<file path="src/rtl/uart_tx_arbiter.sv">
// uart_tx_arbiter: round-robin front end for a shared UART transmit path.
// Takes one byte at a time from the winning requester, fires a one-cycle
// write strobe into the TX datapath, then follows tx_busy until the frame
// has finished before arbitrating again. A missing busy response within
// START_TIMEOUT cycles drops the byte and raises a one-cycle tx_err.
module uart_tx_arbiter #(
    parameter int NUM_REQ       = 4,
    parameter int START_TIMEOUT = 16
) (
    input  logic                   clk_50M,
    input  logic                   reset,
    input  logic [NUM_REQ-1:0]     req,
    input  logic [NUM_REQ*8-1:0]   req_data,
    output logic [NUM_REQ-1:0]     grant,
    output logic                   tx_write,
    output logic [7:0]             tx_data,
    input  logic                   tx_busy,
    output logic [2:0]             active_id,
    output logic                   idle,
    output logic                   tx_err
);

    // Counter holds values 0..START_TIMEOUT inclusive.
    localparam int                CNT_W   = $clog2(START_TIMEOUT + 1);
    localparam logic [CNT_W-1:0]  CNT_MAX = CNT_W'(START_TIMEOUT);
    localparam logic [CNT_W-1:0]  CNT_ONE = CNT_W'(1);
    localparam logic [CNT_W-1:0]  CNT_ZERO = CNT_W'(0);
    // Reset value of active_id so requester 0 is searched first.
    localparam logic [2:0]        LAST_ID = 3'(NUM_REQ - 1);

    typedef enum logic [1:0] {
        ST_IDLE      = 2'd0,
        ST_WAIT_BUSY = 2'd1,
        ST_WAIT_DONE = 2'd2
    } state_t;

    // Distance of requester idx from the one after last_id, walking upward
    // and wrapping at NUM_REQ. Smallest distance wins the search.
    function automatic int rank_of(input int idx, input logic [2:0] last_id);
        int last_i;
        last_i = int'(last_id);
        if (idx > last_i) begin
            return idx - last_i - 1;
        end else begin
            return idx + NUM_REQ - last_i - 1;
        end
    endfunction

    state_t                state_r, state_s;
    logic [CNT_W-1:0]      cnt_r, cnt_s, cnt_inc_s;
    logic [NUM_REQ-1:0]    grant_r, grant_s;
    logic                  tx_write_r, tx_write_s;
    logic [7:0]            tx_data_r, tx_data_s;
    logic [2:0]            active_id_r, active_id_s;
    logic                  idle_r, idle_s;
    logic                  tx_err_r, tx_err_s;

    logic                  win_found_s;
    logic [2:0]            win_id_s;
    logic [7:0]            win_byte_s;
    int                    best_rank_s;

    // Round-robin search: pick the pending requester closest after active_id.
    always_comb begin
        win_found_s = 1'b0;
        win_id_s    = 3'd0;
        win_byte_s  = 8'h00;
        best_rank_s = NUM_REQ;
        for (int i = 0; i < NUM_REQ; i++) begin
            if (req[i] && (rank_of(i, active_id_r) < best_rank_s)) begin
                best_rank_s = rank_of(i, active_id_r);
                win_found_s = 1'b1;
                win_id_s    = 3'(i);
                win_byte_s  = req_data[i*8 +: 8];
            end else begin
                best_rank_s = best_rank_s;
            end
        end
    end

    // Saturating increment of the start-timeout counter.
    always_comb begin
        if (cnt_r == CNT_MAX) begin
            cnt_inc_s = cnt_r;
        end else begin
            cnt_inc_s = cnt_r + CNT_ONE;
        end
    end

    // Next-state and next-output logic; outputs are registered below.
    always_comb begin
        state_s     = state_r;
        cnt_s       = cnt_r;
        grant_s     = {NUM_REQ{1'b0}};
        tx_write_s  = 1'b0;
        tx_data_s   = tx_data_r;
        active_id_s = active_id_r;
        tx_err_s    = 1'b0;
        case (state_r)
            ST_IDLE: begin
                // A busy TX path (e.g. a foreign write) blocks arbitration.
                if (win_found_s && !tx_busy) begin
                    state_s           = ST_WAIT_BUSY;
                    cnt_s             = CNT_ZERO;
                    grant_s[win_id_s] = 1'b1;
                    tx_write_s        = 1'b1;
                    tx_data_s         = win_byte_s;
                    active_id_s       = win_id_s;
                end else begin
                    state_s = ST_IDLE;
                end
            end
            ST_WAIT_BUSY: begin
                // The strobe cycle itself is too early for the TX path to
                // have responded, so busy is only honoured afterwards.
                if (tx_busy && !tx_write_r) begin
                    state_s = ST_WAIT_DONE;
                end else if (cnt_inc_s == CNT_MAX) begin
                    // Byte is dropped; no retry.
                    cnt_s    = cnt_inc_s;
                    tx_err_s = 1'b1;
                    state_s  = ST_IDLE;
                end else begin
                    cnt_s = cnt_inc_s;
                end
            end
            ST_WAIT_DONE: begin
                if (!tx_busy) begin
                    state_s = ST_IDLE;
                end else begin
                    state_s = ST_WAIT_DONE;
                end
            end
            default: begin
                state_s = ST_IDLE;
            end
        endcase
        idle_s = (state_s == ST_IDLE);
    end

    // State, counter and output registers with asynchronous reset.
    always_ff @(posedge clk_50M or posedge reset) begin
        if (reset) begin
            state_r     <= ST_IDLE;
            cnt_r       <= CNT_ZERO;
            grant_r     <= {NUM_REQ{1'b0}};
            tx_write_r  <= 1'b0;
            tx_data_r   <= 8'h00;
            active_id_r <= LAST_ID;
            idle_r      <= 1'b1;
            tx_err_r    <= 1'b0;
        end else begin
            state_r     <= state_s;
            cnt_r       <= cnt_s;
            grant_r     <= grant_s;
            tx_write_r  <= tx_write_s;
            tx_data_r   <= tx_data_s;
            active_id_r <= active_id_s;
            idle_r      <= idle_s;
            tx_err_r    <= tx_err_s;
        end
    end

    assign grant     = grant_r;
    assign tx_write  = tx_write_r;
    assign tx_data   = tx_data_r;
    assign active_id = active_id_r;
    assign idle      = idle_r;
    assign tx_err    = tx_err_r;

endmodule
</file>
<file path="config.mk">
export PLATFORM = sky130hd
export DESIGN_NAME = uart_tx_arbiter
export DESIGN_NICKNAME = d
export VERILOG_FILES = /design/src/rtl/uart_tx_arbiter.sv
export SDC_FILE = /design/constraint.sdc
export NUM_CORES = 1
export LEC_CHECK = 0
export CORE_ASPECT_RATIO = 0.9
export CORE_UTILIZATION = 45
export DETAILED_ROUTE_END_ITERATION = 7
export GPL_ROUTABILITY_DRIVEN = 0
export PLACE_DENSITY_LB_ADDON = 0.2
export SETUP_SLACK_MARGIN = 0.4
export SYNTH_ARGS = -nofsm -noshare
export SYNTH_HDL_FRONTEND = slang
export SYNTH_SLANG_ARGS = --single-unit
</file>
<file path="constraint.sdc">
create_clock -name clk_50M -period 7.2 [get_ports clk_50M]
set_clock_uncertainty 0.15 [all_clocks]
set_input_delay 2.16 -clock clk_50M [delete_from_list [all_inputs] [get_ports clk_50M]]
set_output_delay 2.16 -clock clk_50M [all_outputs]
set_load 0.02 [all_outputs]
</file>
# [Yosys cells after proc, flatten, opt, wreduce, memory -nomap -nowiden]
# Index checks and enable logic that the tools add are counted.
[word_totals] ff_bits=25 inputBits=39 output_inout_bits=18 elab_cells=87
[classes] add_sub_neg=15 n_lt_le_gt_ge=9 n_eq_ne=6 muxes=35 n_reduce_logical=14
[ops] op="$mux 32" n=6
[ops] op="$lt 32x32->1" n=3
[ops] op="$sub 4x2->5 const B" n=7
[ops] op="$lt 32x4->1 const B" n=1
[ops] op="$mux 8" n=4
[ops] op="$sub 3x3->4 const A" n=4
[ops] op="$mux 5" n=3
[ops] op="$mux 1" n=12
[ops] op="$eq 5x5->1 const B" n=2
[ops] op="$pmux 5 s2" n=1
[ops] op="$mux 4" n=2
[ops] op="$sub 2x3->4 const A" n=2
[ops] op="$logic_and 1x1->1" n=7
[ops] op="$gt 2x3->1 const A" n=2
[ops] op="$mux 2" n=3
[ops] op="$mux 3" n=2
[ops] op="$pmux 2 s3" n=1
[ops] op="$add 5x1->5 const B" n=1
[ops] op="$logic_not 2->1" n=2
[ops] op="$ne 2x2->1 const B" n=2
[ops] op="$sub 1x3->4 const A" n=1
[ops] op="$ge 3x1->1 const B" n=1
[ops] op="$gt 1x3->1 const A" n=1
[ops] op="$lt 3x3->1 const B" n=1
[ops] op="7 further kinds" n=8

# [Logic depth before layout (Yosys ltp)]
[logic_depth] ltp_word=20 mapped_depth=31

# [Worst setup path after synthesis]
# No wires, ideal clock.
[synth_path] path_type="input port to flip-flop" from="in req[0]" to="reg tx_data_r[3] (netlist: tx_data[3])" t_arrival_ns=6.720 required_ns=6.927 slack_ns=0.207 path_stages=24 n_path_buf=4 path_cell_list="nand2_1 ha_1 and4bb_2 nor2_4 a21o_1 buf_1 nor3_1 a31oi_1 ha_1 nor4bb_1 o311ai_2 and2_1 buf_6 clkbuf_1 nor2_1 a21o_1 ha_1 a21o_1 o21a_1 a31oi_1 o31a_1 buf_2 o211ai_1 o221a_2"
[synth_via] elab_chain_len=13 word_cells_on_any_way=20
[synth_lines] element="start: declaration" line_no="12" text="input logic [NUM_REQ-1:0] req,"
[synth_lines] element="$logic_and 1x1->1 *" line_no="70" text="if (req[i] && (rank_of(i, active_id_r) < best_rank_s)) begin"
[synth_lines] element="$mux 32" line_no="70"
[synth_lines] element="$lt 32x32->1" line_no="70"
[synth_lines] element="$logic_and 1x1->1" line_no="70"
[synth_lines] element="$mux 32" line_no="70"
[synth_lines] element="$lt 32x32->1" line_no="70"
[synth_lines] element="$logic_and 1x1->1" line_no="70"
[synth_lines] element="$mux 32" line_no="70"
[synth_lines] element="$lt 32x32->1" line_no="70"
[synth_lines] element="$logic_and 1x1->1" line_no="70"
[synth_lines] element="$mux 1" line_no="70"
[synth_lines] element="$logic_and 1x1->1" line_no="102" text="if (win_found_s && !tx_busy) begin"
[synth_lines] element="$reduce_and 2->1 (no line)"
[synth_lines] element="end signal: assignment" line_no="157" text="tx_data_r <= tx_data_s;"
[synth_lines] element="end: declaration" line_no="53" text="logic [7:0] tx_data_r, tx_data_s;"
# Every way passes the cells marked *; elsewhere a longest branch is shown, timed or not.
# A chain may end at the register's enable or synchronous reset.

# [Worst setup path in the final report]
[layout_path] from="in req[0]" to="reg tx_data_r[0] (netlist: tx_data[0])"
# Same word-level chain as after synthesis.

==> results.ini <==
[status]
status = completed

[route]
avgViaCountPerCell = 5.65
initialDrtViolationCount = 93
wirelength_um = 5570
wl_per_cell_um = 15.5
wl_met3_um = 299
via_count = 2029
drtAntennaViolNets = 0
highest_layer = met4
wl_met1_um = 2500
routed-wl-met2_um = 2690
dr.pass1.iters = 4
drc = 0

[yosys]
synth_edf_count = 0
synth_cells = 232
synth_area_per_cell_um2 = 8.77
ys_ff_latch = 24
seq_area_frac_synth_pct = 29.7
ys_async_sr_fraction_pct = 100
ys_types = 57
synth_flop_cell = dfrtp_1
syn_area_um2 = 2030
yosysWarnings = 0

[sta]
finalCriticalPeriod_ns = 6.43
rsz0062_at_grt = no
max_slew_margin_pct = 37.0
max_freq_ghz = 0.156
fin_crit_sh_pct = 89.3
timing.final.hold_violations = 0
finalMaxSlewViolations = 0
worstMarginPinSlew_ns = 0.945
setup-violations-final = 0

[worst_setup_path]
r2r_cells = 25
critPathArrivalTime_ns = 6.49
rrSetupSlack_ns = 1.21
r2r_start = active_id[0]$_DFFE_PP1P_
crit_top_cell = ha_1
worst_setup_path_start_kind = input port
slowest_delay_ns = 0.60
required_ns = 7.26
critPathCaptureType = flop
cp_cell_sequence = dlymetal6s2s_1, nand2_2, ha_4, or4b_2, a21boi_2, o22ai_1, ha_1, o21ai_0, nor4bb_4, o311ai_2, and2_4, nor2_1, a21o_1, ha_1, o311ai_0, a31oi_1, a31oi_2, buf_4, a211oi_4, nand2b_1, buf_6, o221a_1
path_class = input port to flop
worstPathMaxFanout = 8
crit_slowest_cell = or4b_2
r2r-end = tx_data[0]$_DFFE_PP0P_

[clock_network]
cts_num_sinks = 24
htreeDepth = 1
cts_buffers = 3
clockBufferDepth = 2
cts_tree = done
cts_root_buf = clkbuf_8
clk_pin_slew_ns = 0.09
insertion_delay_ns = 0.27

[finish]
syn_to_final_growth_pct = 43.7
layout.nets = 358
final_area_um2 = 2920
multiInputGateArea_um2 = 1440
layout_commonest_cell = clkdlybuf4s50_1
fillers = 350
final_util_pct = 69.4
layout.cells.most_common_list = clkdlybuf4s50_1 (54), nor2_1 (26), dfrtp_1 (21), ha_1 (18), nand2_1 (17)
layout-drive-gt1-share_pct = 17.7
seq_area_um2 = 604
n_antenna_cell = 0

[power_and_ir_drop]
p_int_mw = 0.907
switchingPower_mw = 0.815
seq_power_share_pct = 14.9
p_comb_share_pct = 78.3
power.clock.fraction_pct = 6.8
ir_drop_v = 0.000384
p_per_area_nw_per_um2 = 589
power.leakage_nw = 1.25
power_switching_share_pct = 47.3
p_total_mw = 1.72

[global_route]
grtUsageTotal_pct = 24.3
grt_pass1_wl_um = 8980
overflow = 0
grt_pass1_vias = 1914
grt_max_degree = 25
antenna_found_initial = 0

[min_path]
hold_start = tx_data[4]$_DFFE_PP0P_
hold_depth = 1
holdPathEnd = tx_data[4]$_DFFE_PP0P_
hold_path.class = flop to flop

[die]
core_area_um2 = 4210
die_w_um = 72.9
num_rows = 22
die_h_um = 65.8
initial_core_util_pct = 48.3
dieArea_um2 = 4790
io_pins = 57

[placed_design]
place_area_um2 = 2710
io_buffers = 55
hpwlAfterDp_um = 4060

[run]
max-cap-violations = 0

-- per-stage QoR --
stage / std cells / hold slack, ns / setup WS (ns) / TNS [ns]
6_report: 359 / 0.416 / 0.774 / 0
3_3_place_gp: 352 / 0.370 / 0.0690 / 0
4_1_cts: 358 / 0.409 / 0.407 / 0
5_1_grt: 359 / 0.429 / 0.649 / 0
3_5_place_dp: 352 / 0.377 / -0.175 / -1.74
2_1_floorplan: 234 / 0.340 / 0.410 / 0
-- logic make-up (layout without fill, tap and decap cells) --
logic type               Yosys count  after routing  share of synthesized area [%]
multiplexers                       2              2                          0.984
XOR/XNOR                           4              4                           1.72
flip-flops                        24             24                           29.7
adder cells (fa/ha/maj)           19             19                           11.7
other                              2              4                          0.369
AO/OA/AOI/OAI                     59             59                           23.4
AND/OR/NAND/NOR                  100            100                           26.5
buffers and inverters             22             87                           5.66
-- worst max-delay path by stage --
stage	cells past startpoint	from	end
after global placement	21	req[0]	cnt_r[2]$_DFFE_PP0P_
after CTS	22	req[0]	tx_data[2]$_DFFE_PP0P_
after detailed placement	23	req[0]	cnt_r[2]$_DFFE_PP0P_
after global routing	22	req[0]	tx_data[5]$_DFFE_PP0P_
after floorplan	25	req[0]	tx_data[3]$_DFFE_PP0P_
final	22	req[0]	tx_data[0]$_DFFE_PP0P_
-- worst max-delay path: cells and delay by family --
family,cells,cell delay [ns]
adder cells (fa/ha/maj),3,0.90
AND/OR/NAND/NOR,6,1.30
AO/OA/AOI/OAI,10,1.70
buffers and inverters,3,0.42
-- layout make-up --
cell class	count	area share [%]
multi-input cells	188	49.1
repair buffers	73	23.9
flip-flops and latches	24	20.7
well taps	60	2.57
clock buffers	3	1.41
inverters	10	1.28
clock inverters	1	1.03
-- cells in the mapped netlist, drive strengths merged, types with 4 or more instances --
cell     n  share of area [%]
o21a     4                1.5
o211ai   7                2.6
nor3b    5                1.8
dfrtp   21                 26
o221a    7                3.9
buf      9                3.3
a21o     5                1.8
nand3   12                3.0
and3     9                2.8
xor2     4                1.7
nor2b    4                1.2
a21oi    7                1.7
nor3     5                1.2
o21ai    5                1.2
a31oi    7                2.2
nand2b   4                1.2
inv     10                1.8
ha      19                 12
nand2   19                3.5
nor2    27                5.4
-- per-layer routing --
metal,vias to the layer above,track usage (%)
li1,982,-
met1,970,32.3
met2,69,40.2
met3,8,4.27
met4,0,7.60
met5,-,0
-- what timing repair did --
item                                   in CTS  in global routing
setup endpoints to repair                  21                 21
resized for setup                          10                 16
gates cloned                                0                  1
hold buffers                                0                  0
endpoints found under the hold margin       0                  0
pin swaps                                   2                 10
buffers inserted                            2                  0
-- power by group through the flow --
| stage | combinational (mW) | sequential, mW | clock (mW) |
|---|---|---|---|
| after floorplan | 0.807 | 0.292 | 0 |
| after global placement | 1.14 | 0.256 | 0 |
| after detailed placement | 1.16 | 0.256 | 0 |
| after CTS | 1.23 | 0.256 | 0.119 |
| after global routing | 1.46 | 0.264 | 0.126 |
| final | 1.35 | 0.256 | 0.118 |
-- flip-flops by register name, summed over array words and instances, names as in the netlist --
| name | count |
|---|---|
| active_id | 2 |
| cnt_r | 5 |
| grant | 4 |
| idle | 1 |
| state_r | 2 |
| tx_data | 8 |
| tx_err | 1 |
| tx_write | 1 |
(Power assumes the default switching activity.)
